File: config.mk
export PLATFORM = sky130hd
export DESIGN_NAME = hazard_pipe_ctrl
export DESIGN_NICKNAME = d
export VERILOG_FILES = /design/src/rtl/hazard_pipe_ctrl_pkg.sv /design/src/rtl/hazard_pipe_ctrl_scoreboard.sv /design/src/rtl/hazard_pipe_ctrl.sv
export SDC_FILE = /design/constraint.sdc
export NUM_CORES = 1
export LEC_CHECK = 0
export ABC_AREA = 0
export ABC_CLOCK_PERIOD_IN_PS = 5650
export CORE_UTILIZATION = 36
export DETAILED_ROUTE_END_ITERATION = 12
export SLEW_MARGIN = 20
export SYNTH_ARGS = -nofsm -noshare
export SYNTH_HDL_FRONTEND = slang
export SYNTH_HIERARCHICAL = 1
export SYNTH_SLANG_ARGS = --single-unit
File: constraint.sdc
create_clock -name clk -period 5.65 [get_ports clk]
set_input_delay 1.13 -clock clk [delete_from_list [all_inputs] [get_ports clk]]
set_output_delay 1.13 -clock clk [all_outputs]
set_load 0.02 [all_outputs]
File: src/rtl/hazard_pipe_ctrl_pkg.sv
// Shared definitions for the pipeline hazard controller: FSM state codes,
// forwarding select encoding and the stage-to-select mapping.
package hazard_pipe_ctrl_pkg;

  // S_OP: IF/ID holds an opcode word. S_IMM: IF/ID holds an immediate word.
  typedef enum logic {
    S_OP  = 1'b0,
    S_IMM = 1'b1
  } state_e;

  // Forward select value meaning "take the operand from the register file".
  localparam logic [2:0] FWD_RF = 3'd0;

  // Scoreboard entry k (0 = EX) is reported as forward select k+1.
  function automatic logic [2:0] stage_code(input int k);
    return 3'(k + 1);
  endfunction

endpackage

File: src/rtl/hazard_pipe_ctrl_scoreboard.sv
// In-flight write tracker: a DEPTH-entry shift register (entry 0 = EX,
// entry DEPTH-1 = WB) plus per-entry match vectors for the two ID operands.
module hazard_pipe_ctrl_scoreboard #(
  parameter int REG_AW = 3,
  parameter int DEPTH  = 3
) (
  input  logic              clk_i,
  input  logic              rst_ni,
  input  logic              push_valid_i,
  input  logic [REG_AW-1:0] push_dst_i,
  input  logic              push_wb_i,
  input  logic              push_load_i,
  input  logic              hold0_i,
  input  logic [REG_AW-1:0] src_addr_i,
  input  logic [REG_AW-1:0] dst_addr_i,
  output logic [DEPTH-1:0]  src_hit_o,
  output logic [DEPTH-1:0]  dst_hit_o,
  output logic              load0_o
);

  logic [DEPTH-1:0]  valid_q;
  logic [DEPTH-1:0]  wb_q;
  logic [REG_AW-1:0] dst_q [DEPTH];
  // The load flag only matters while the producer sits in EX, so only
  // entry 0 keeps it.
  logic              load0_q;

  // Shift toward WB every cycle; entry 0 takes the new record unless held.
  always_ff @(posedge clk_i) begin
    if (!rst_ni) begin
      valid_q <= '0;
      wb_q    <= '0;
      load0_q <= 1'b0;
      for (int k = 0; k < DEPTH; k++) dst_q[k] <= '0;
    end else begin
      for (int k = 1; k < DEPTH; k++) begin
        valid_q[k] <= valid_q[k-1];
        wb_q[k]    <= wb_q[k-1];
        dst_q[k]   <= dst_q[k-1];
      end
      if (!hold0_i) begin
        valid_q[0] <= push_valid_i;
        wb_q[0]    <= push_wb_i;
        dst_q[0]   <= push_dst_i;
        load0_q    <= push_load_i;
      end
    end
  end

  // Per-entry match of a pending register write against each operand.
  always_comb begin
    src_hit_o = '0;
    dst_hit_o = '0;
    for (int k = 0; k < DEPTH; k++) begin
      src_hit_o[k] = valid_q[k] && wb_q[k] && (dst_q[k] == src_addr_i);
      dst_hit_o[k] = valid_q[k] && wb_q[k] && (dst_q[k] == dst_addr_i);
    end
  end

  assign load0_o = load0_q;

endmodule

File: src/rtl/hazard_pipe_ctrl.sv
// Pipeline controller for the 5-stage core: RAW hazard detection for the
// instruction in ID, stall/bubble/flush control, operand forwarding selects,
// two-word instruction sequencing and a saturating stall counter.
//
// Handshake: there is no valid/ready pair here; id_valid qualifies the ID
// opcode word, and pc_en/ifid_en act as the "ready" back to fetch -- when
// they are low the ID instruction is held and re-presented next cycle.
module hazard_pipe_ctrl
  import hazard_pipe_ctrl_pkg::*;
#(
  parameter int REG_AW = 3,
  parameter int DEPTH  = 3,
  parameter int FWD_EN = 1,
  parameter int CNT_W  = 16
) (
  input  logic              clk,
  input  logic              reset,
  input  logic              id_valid,
  input  logic [REG_AW-1:0] id_src_addr,
  input  logic              id_src_rd,
  input  logic [REG_AW-1:0] id_dst_addr,
  input  logic              id_dst_rd,
  input  logic              id_wb,
  input  logic              id_load,
  input  logic              id_two_word,
  input  logic              ex_flush,
  output logic              pc_en,
  output logic              ifid_en,
  output logic              ifid_flush,
  output logic              idex_bubble,
  output logic              imm_phase,
  output logic [2:0]        fwd_src_sel,
  output logic [2:0]        fwd_dst_sel,
  output logic [CNT_W-1:0]  stall_count
);

  state_e           state_q;
  logic [CNT_W-1:0] stall_count_q;
  logic [DEPTH-1:0] src_hit, dst_hit, src_use, dst_use;
  logic             load0, check, hazard, issue, hold0;
  logic [2:0]       src_sel, dst_sel;

  // Only an opcode word in S_OP that is not being flushed is hazard-checked.
  assign check = (state_q == S_OP) && id_valid && !ex_flush;
  assign issue = check && !hazard;
  // A two-word instruction keeps its EX slot while it consumes the
  // immediate, so entry 0 is held rather than loaded with a bubble.
  assign hold0 = (state_q == S_IMM) && !ex_flush;

  hazard_pipe_ctrl_scoreboard #(
    .REG_AW (REG_AW),
    .DEPTH  (DEPTH)
  ) u_scoreboard (
    .clk_i        (clk),
    .rst_ni       (reset),
    .push_valid_i (issue),
    .push_dst_i   (id_dst_addr),
    .push_wb_i    (id_wb),
    .push_load_i  (id_load),
    .hold0_i      (hold0),
    .src_addr_i   (id_src_addr),
    .dst_addr_i   (id_dst_addr),
    .src_hit_o    (src_hit),
    .dst_hit_o    (dst_hit),
    .load0_o      (load0)
  );

  // Hazard decision: load-use only with forwarding, any match without it.
  always_comb begin
    src_use = id_src_rd ? src_hit : '0;
    dst_use = id_dst_rd ? dst_hit : '0;
    if (FWD_EN != 0) hazard = check && load0 && (src_use[0] || dst_use[0]);
    else             hazard = check && ((|src_use) || (|dst_use));
  end

  // Youngest matching stage wins: scan from WB toward EX, last hit kept.
  always_comb begin
    src_sel = FWD_RF;
    dst_sel = FWD_RF;
    for (int k = DEPTH - 1; k >= 0; k--) begin
      if (src_use[k]) src_sel = stage_code(k);
      if (dst_use[k]) dst_sel = stage_code(k);
    end
  end

  // Pipeline control outputs; reset, then flush, then S_IMM, then stall.
  always_comb begin
    pc_en       = 1'b1;
    ifid_en     = 1'b1;
    ifid_flush  = 1'b0;
    idex_bubble = 1'b0;
    imm_phase   = 1'b0;
    fwd_src_sel = FWD_RF;
    fwd_dst_sel = FWD_RF;
    if (!reset) begin
      pc_en       = 1'b0;
      ifid_en     = 1'b0;
      ifid_flush  = 1'b1;
      idex_bubble = 1'b1;
    end else if (ex_flush) begin
      ifid_flush  = 1'b1;
      idex_bubble = 1'b1;
    end else if (state_q == S_IMM) begin
      imm_phase   = 1'b1;
      idex_bubble = 1'b1;
    end else if (hazard) begin
      pc_en       = 1'b0;
      ifid_en     = 1'b0;
      idex_bubble = 1'b1;
    end else if (!id_valid) begin
      idex_bubble = 1'b1;
    end else if (FWD_EN != 0) begin
      fwd_src_sel = src_sel;
      fwd_dst_sel = dst_sel;
    end
  end

  // FSM and saturating stall counter, updated with the pipeline registers.
  always_ff @(posedge clk) begin
    if (!reset) begin
      state_q       <= S_OP;
      stall_count_q <= '0;
    end else begin
      if (ex_flush)                 state_q <= S_OP;
      else if (state_q == S_IMM)    state_q <= S_OP;
      else if (issue && id_two_word) state_q <= S_IMM;
      if (hazard && (stall_count_q != '1)) stall_count_q <= stall_count_q + 1'b1;
    end
  end

  assign stall_count = stall_count_q;

endmodule

Word level (Yosys, flattened, before mapping)
Memories as Yosys holds them, arrays and structs flattened.
Cells that the tools add are included.
{"block": "classes", "muxes": 41, "multipliers": 0, "n_div": 0, "n_addsub": 1, "bitwise_logic": 5, "order_cmp": 0, "shift": 0, "eq_ne": 7, "reduce_logical": 21}
{"op": "3-bit 2-to-1 mux", "count": 16}
{"op": "1-bit 2-to-1 mux", "count": 20}
{"op": "3-bit equality test", "count": 6}
{"op": "1-bit logical AND", "count": 17}
{"op": "16-bit by 1-bit adder with 16-bit output, second input constant", "count": 1}
{"op": "16-bit inequality test, second input constant", "count": 1}
{"op": "2-bit 2-to-1 mux", "count": 5}
{"op": "1-bit OR", "count": 3}
{"op": "3-bit OR reduction", "count": 1}
{"op": "1-bit logical NOT", "count": 2}
{"op": "1-bit inverter", "count": 2}
{"op": "1-bit logical OR", "count": 1}
{"block": "totals", "inputBits": 15, "latchBits": 0, "rom_bits": 0, "ram_bits": 9, "wordCells": 83, "reg_bits": 24, "mem_count": 1}
{"memory": "u_scoreboard.dst_q", "words": 3, "word_bits": 3, "rd": 3, "rd_clocked_by_memory_dff": 0, "wr": 3, "line_no": "hazard_pipe_ctrl_scoreboard.sv:23", "text": "logic [REG_AW-1:0] dst_q [DEPTH];"}

Longest topological paths before layout
Gate-level depths: netlist of run 1.
An unclocked memory read counts as a cell.
{"block": "logic_depth", "ltp_word": 12, "depth_mapped": 8, "depth_no_buf": 6}

Cells and area by module
The synthesis of run 1 kept the hierarchy.
{"module": "hazard_pipe_ctrl", "cells_per_inst": 132, "area_each_um2": 1068.5, "instances": 1}
{"module": "hazard_pipe_ctrl_scoreboard", "cells_per_inst": 65, "area_each_um2": 790.8, "instances": 1}

Worst setup path after synthesis of run 1
OpenSTA, ideal clock, no wires.
{"block": "synth_path", "path_kind": "in2out", "start": "input port id_dst_addr[2]", "end": "output port fwd_dst_sel[1]", "path_slack_ps": 1509, "required_ps": 4520, "stages": 6, "arrival_time_ps": 3011, "path_cell_list": "xor2_1 nor4_1 a22o_1 a2111oi_4 nand2_1 nor4b_1"}
{"block": "synth_between", "word_cells_on_any_way": 17}
{"item": "start, declared", "line_no": "hazard_pipe_ctrl.sv:21", "text": "input logic [REG_AW-1:0] id_dst_addr,"}
{"item": "3-bit equality test (*)", "line_no": "hazard_pipe_ctrl_scoreboard.sv:56", "text": "dst_hit_o[k] = valid_q[k] && wb_q[k] && (dst_q[k] == dst_addr_i);"}
{"item": "1-bit logical AND (*)", "line_no": "hazard_pipe_ctrl_scoreboard.sv:56"}
{"item": "net dst_hit[0]", "line_no": "hazard_pipe_ctrl.sv:39", "text": "logic [DEPTH-1:0] src_hit, dst_hit, src_use, dst_use;"}
{"item": "3-bit 2-to-1 mux (*)", "line_no": "hazard_pipe_ctrl.sv:71", "text": "dst_use = id_dst_rd ? dst_hit : '0;"}
{"item": "3-bit 2-to-1 mux or 1-bit logical OR (tied branches)", "line_no": "hazard_pipe_ctrl.sv:82, hazard_pipe_ctrl.sv:72"}
{"item": "3-bit 2-to-1 mux or 1-bit logical AND (tied branches)", "line_no": "hazard_pipe_ctrl.sv:110, hazard_pipe_ctrl.sv:72"}
{"item": "3-bit 2-to-1 mux (*)", "line_no": "hazard_pipe_ctrl.sv:106", "text": "end else if (hazard) begin"}
{"item": "3-bit 2-to-1 mux (*)", "line_no": "hazard_pipe_ctrl.sv:103", "text": "end else if (state_q == S_IMM) begin"}
{"item": "3-bit 2-to-1 mux (*)", "line_no": "hazard_pipe_ctrl.sv:100", "text": "end else if (ex_flush) begin"}
{"item": "3-bit 2-to-1 mux (*)", "line_no": "hazard_pipe_ctrl.sv:95", "text": "if (!reset) begin"}
{"item": "end, declared", "line_no": "hazard_pipe_ctrl.sv:33", "text": "output logic [2:0] fwd_dst_sel,"}
The timed path passes the listed nets; every way through them passes the cells marked *.

Worst setup path in the final report of run 1
{"block": "layout_path", "start": "input port id_dst_addr[1]", "end": "output port fwd_dst_sel[1]"}
The elaborated chain is that of the path after synthesis.

==> results of run 1 <==
## state kept, by name, summed over array words and instances, names as in the netlist
name / flops
u_scoreboard/wb_q: 3
u_scoreboard/dst_q: 9
state_q: 1
u_scoreboard/load0_o: 1
u_scoreboard/valid_q: 3
stall_count: 16
## kinds of logic (layout without fill, tap and decap cells)
family | Yosys count | in the layout | synth area share (%)
AO/OA/AOI/OAI | 21 | 21 | 8.41
XOR/XNOR | 18 | 18 | 8.48
adder cells (fa/ha/maj) | 1 | 1 | 0.673
buffers and inverters | 15 | 54 | 3.90
flip-flops | 33 | 33 | 40.4
multiplexers | 10 | 10 | 5.38
other | 2 | 8 | 0.404
AND/OR/NAND/NOR | 97 | 97 | 32.4
## path summary, 6_finish.rpt
kind	from	end	slack, ns
max	id_dst_addr[1]	fwd_dst_sel[1]	0.69
min	u_scoreboard/wb_q[1]$_SDFF_PN0_	u_scoreboard/wb_q[2]$_SDFF_PN0_	0.47
max reg2reg	u_scoreboard/dst_q[0][2]$_SDFFCE_PN0P_	stall_count[12]$_SDFFE_PN0P_	2.69
min reg2reg	u_scoreboard/wb_q[1]$_SDFF_PN0_	u_scoreboard/wb_q[2]$_SDFF_PN0_	0.47
## cell usage in the layout (no fill, tap or decap), types with 2 or more instances in the layout
cell             count
clkdlybuf4s50_1     39
dfxtp_1             24
nand2_1             18
xor2_1              18
and2_1              14
mux2i_1             10
a21oi_1              9
edfxtp_1             9
nand2b_1             8
nand3_1              8
nor4_1               8
conb_1               8
nor2_1               6
or4_1                6
o31ai_1              5
clkbuf_8             5
nor4_2               5
inv_1                4
nand4_1              4
and3_1               3
nor2b_1              3
nor3b_1              2
nor4b_1              2
nand4_2              2
or2_2                2
nor3_1               2
o21ai_0              2
clkinv_2             2
buf_4                2
## cell type report
cell class                 instances  area, um^2  share of cell area, %
timing repair buffer              41         405                   16.9
multi-input combinational        155        1060                   44.1
clock inverter                     2        10.0                  0.417
sequential                        33         751                   31.3
tap                               67        83.8                   3.49
inverter                           5        18.8                  0.782
clock buffer                       6        72.6                   3.02
## synth_stat cells, types with 6 or more instances
master / count / share of area, %
nand2b_1: 8 / 2.7
nand2_1: 18 / 3.6
xor2_1: 18 / 8.5
or4_1: 6 / 2.4
dfxtp_1: 24 / 26
mux2i_1: 10 / 5.4
nor2_1: 6 / 1.2
a21oi_1: 9 / 2.4
edfxtp_1: 9 / 15
and2_1: 14 / 4.7
nand3_1: 8 / 2.2
nor4_1: 8 / 2.7
## power by group through the flow
stage               logic (uW)  clock network (uW)  registers (uW)
detailed placement        46.6                   0             260
global placement          45.8                   0             260
global route              50.9                 185             255
finish                    46.4                 169             255
floorplan                 27.4                   0             258
CTS                       46.7                 175             255
## metal layers
layer	wire (um)	part of all wire, %	track usage, %
met5	0	0	0
met2	1750	43	24.1
met3	192	4.7	4.25
met1	2140	52	24.4
met4	34	0.83	3.85
## worst reg2reg max path, cell delays in order, from the launching register on
cell and delay (ns):
edfxtp_1 0.44, xor2_1 0.19, nor4_1 0.46, a22o_1 0.31, nand4_1 0.62, or4_1 0.72
o211a_1 0.13
## stage by stage
stage / hold WS, ns / power (uW) / util (%) / setup WS (ns)
floorplan: 0.435 / 286 / - / 1.51
global placement: 0.451 / 306 / 47.8 / 0.700
detailed placement: 0.451 / 307 / 47.8 / 0.640
CTS: 0.467 / 476 / 49.5 / 0.658
global route: 0.493 / 491 / 49.5 / 0.540
finish: 0.470 / 470 / 49.5 / 0.685
==> impl_table.tex, run 1 <==
\begin{tabular}{lr}
\hline
Metric & Value \\
\hline
\multicolumn{2}{l}{\textbf{Status}} \\
Result of the run & finished, final reports clean \\
\multicolumn{2}{l}{\textbf{Timing}} \\
Worst clock skew & 0.00862 ns \\
Slew at the pin with the worst max-slew slack & 0.746 ns \\
Final Hold Viols & 0 \\
Final max-slew violation count & 0 \\
Achievable frequency & 201 MHz \\
Period utilisation layout & 87.9\% \\
Headroom to the max-slew limit & 50.1\% \\
Setup repair after global routing missed its margin & false \\
Setup violators final & 0 \\
Setup\_tns & 0 ns \\
Final worst path period need & 4.96 ns \\
\multicolumn{2}{l}{\textbf{Clock tree}} \\
Post-CTS Setup Bufs & 0 \\
Clock Latency Late Sink & 0.28 ns \\
Clock Root Buffer & clkbuf\_8 \\
TritonCTS buffer count & 5 \\
Total of hold buffers inserted after clock tree synthesis & 0 \\
Number of levels the H-tree was split into & 2 \\
Clock transition at the registers of the reported paths & 0.07 ns \\
CTS tree & built \\
CTS sink cnt & 33 \\
Number of buffers on the longest clock path & 2 \\
Post-CTS sizing & 0 \\
\multicolumn{2}{l}{\textbf{Cells and area}} \\
Number of inserted filler cells in the final layout & 464 \\
Area Overhead vs Synth & 29.1\% \\
Design area & 2400 um\^{}2 \\
Final Instance Count excl. Fillers & 309 \\
Diode count & 0 \\
Fraction of layout instances using a drive strength above 1 & 8.68\% \\
Final-stage net count & 257 \\
\multicolumn{2}{l}{\textbf{Worst setup path}} \\
Critical path capture point type & output pin \\
Highest-delay cell along the critical path & clkdlybuf4s50\_1 \\
Worst R2R Path Depth & 6 \\
Crit-path leading delay family & buffers and inverters \\
Crit Path Category & in2out \\
Cells along the critical path & clkdlybuf4s50\_1, xor2\_1, nor4\_1, a22o\_1, a2111oi\_4, nand2\_1, nor4b\_1, clkdlybuf4s50\_1 \\
Sum of buffers and inverters on the critical path & 2 \\
Delay of the slowest critical-path stage & 0.67 ns \\
Total number of cells along the worst setup path & 8 \\
Critical path launch point type & input pin \\
Data required time of the worst path & 4.52 ns \\
Most used cell along the critical path & clkdlybuf4s50\_1 \\
CP max FO & 5 \\
CP Data Arrival Time & 3.83 ns \\
\multicolumn{2}{l}{\textbf{Global routing}} \\
Total gr overflow & 0 \\
Pin count of the biggest net entering global routing & 24 \\
Via count of the first global-routing pass & 1439 \\
Global-route wire length before repair & 6970 um \\
Antenna violations before repair & 0 \\
Overall track demand over capacity in global routing & 16.6\% \\
\multicolumn{2}{l}{\textbf{Place}} \\
Final estimated routing congestion in global placement & 0.830 \\
Area post-placement & 2320 um\^{}2 \\
Count of input and output buffers & 39 \\
\# placed instances & 301 \\
Total half-perimeter wirelength after legalization and detailed placement & 3100 um \\
\multicolumn{2}{l}{\textbf{Synthesis}} \\
Share of synthesized area occupied by flip-flops and latches & 40.4\% \\
Average cell area after synthesis & 9.44 um\^{}2 \\
Number of synthesized register bits & 33 \\
Synthesized instance count & 197 \\
Number of library cell types mapped by synthesis & 41 \\
Cell area after synthesis & 1860 um\^{}2 \\
Share of async-settable or async-resettable flops after synthesis & 0\% \\
Number of enable flip-flop cells after synthesis & 9 \\
Leading register cell type out of synthesis & dfxtp\_1 \\
YS warnings & 6 \\
\multicolumn{2}{l}{\textbf{Drt}} \\
Post-detailed-route DRC marker count & 0 \\
Total routed wirelength & 4110 um \\
DR vias/cell & 5.11 \\
Total vias in the final route & 1579 \\
Average wire length per cell after detail routing & 13.3 um \\
Drt pass-1 iters & 4 \\
Routed Antenna Nets & 0 \\
Initial detailed-routing violation count & 103 \\
\multicolumn{2}{l}{\textbf{Power}} \\
Part of the power in combinational logic & 9.9\% \\
Internal power consumption & 357 uW \\
Pwr dens & 196 nW/um\^{}2 \\
Clk pwr share & 35.9\% \\
Register share of total power & 54.2\% \\
Static leakage & 0.000836 uW \\
Switching Share & 24.1\% \\
Largest voltage drop on the vdd net & 0.0974 mV \\
Switching power & 113 uW \\
\multicolumn{2}{l}{\textbf{Min path}} \\
Class of the tightest hold or removal check & reg2reg \\
Count of cells along the worst hold path & 1 \\
\multicolumn{2}{l}{\textbf{Floorplan}} \\
Height of the die & 73.9 um \\
Total I/O pin count & 42 \\
Starting utilization of the core area & 38.3\% \\
Placeable Area & 4850 um\^{}2 \\
Horizontal extent of the die & 73.9 um \\
Rows & 25 \\
Die area & 5460 um\^{}2 \\
\multicolumn{2}{l}{\textbf{Run}} \\
Max Cap Viol & 0 \\
\hline
\end{tabular}
(Power assumes the default switching activity.)
==> run 2, diff against run 1 <==
--- a/config.mk
+++ b/config.mk
@@ -9,7 +9,6 @@
 export ABC_CLOCK_PERIOD_IN_PS = 5650
 export CORE_UTILIZATION = 36
 export DETAILED_ROUTE_END_ITERATION = 12
-export SLEW_MARGIN = 20
 export SYNTH_ARGS = -nofsm -noshare
 export SYNTH_HDL_FRONTEND = slang
 export SYNTH_HIERARCHICAL = 1
==> results of run 2 <==
Final layout, timing and power as in run 1 (identical DEF).
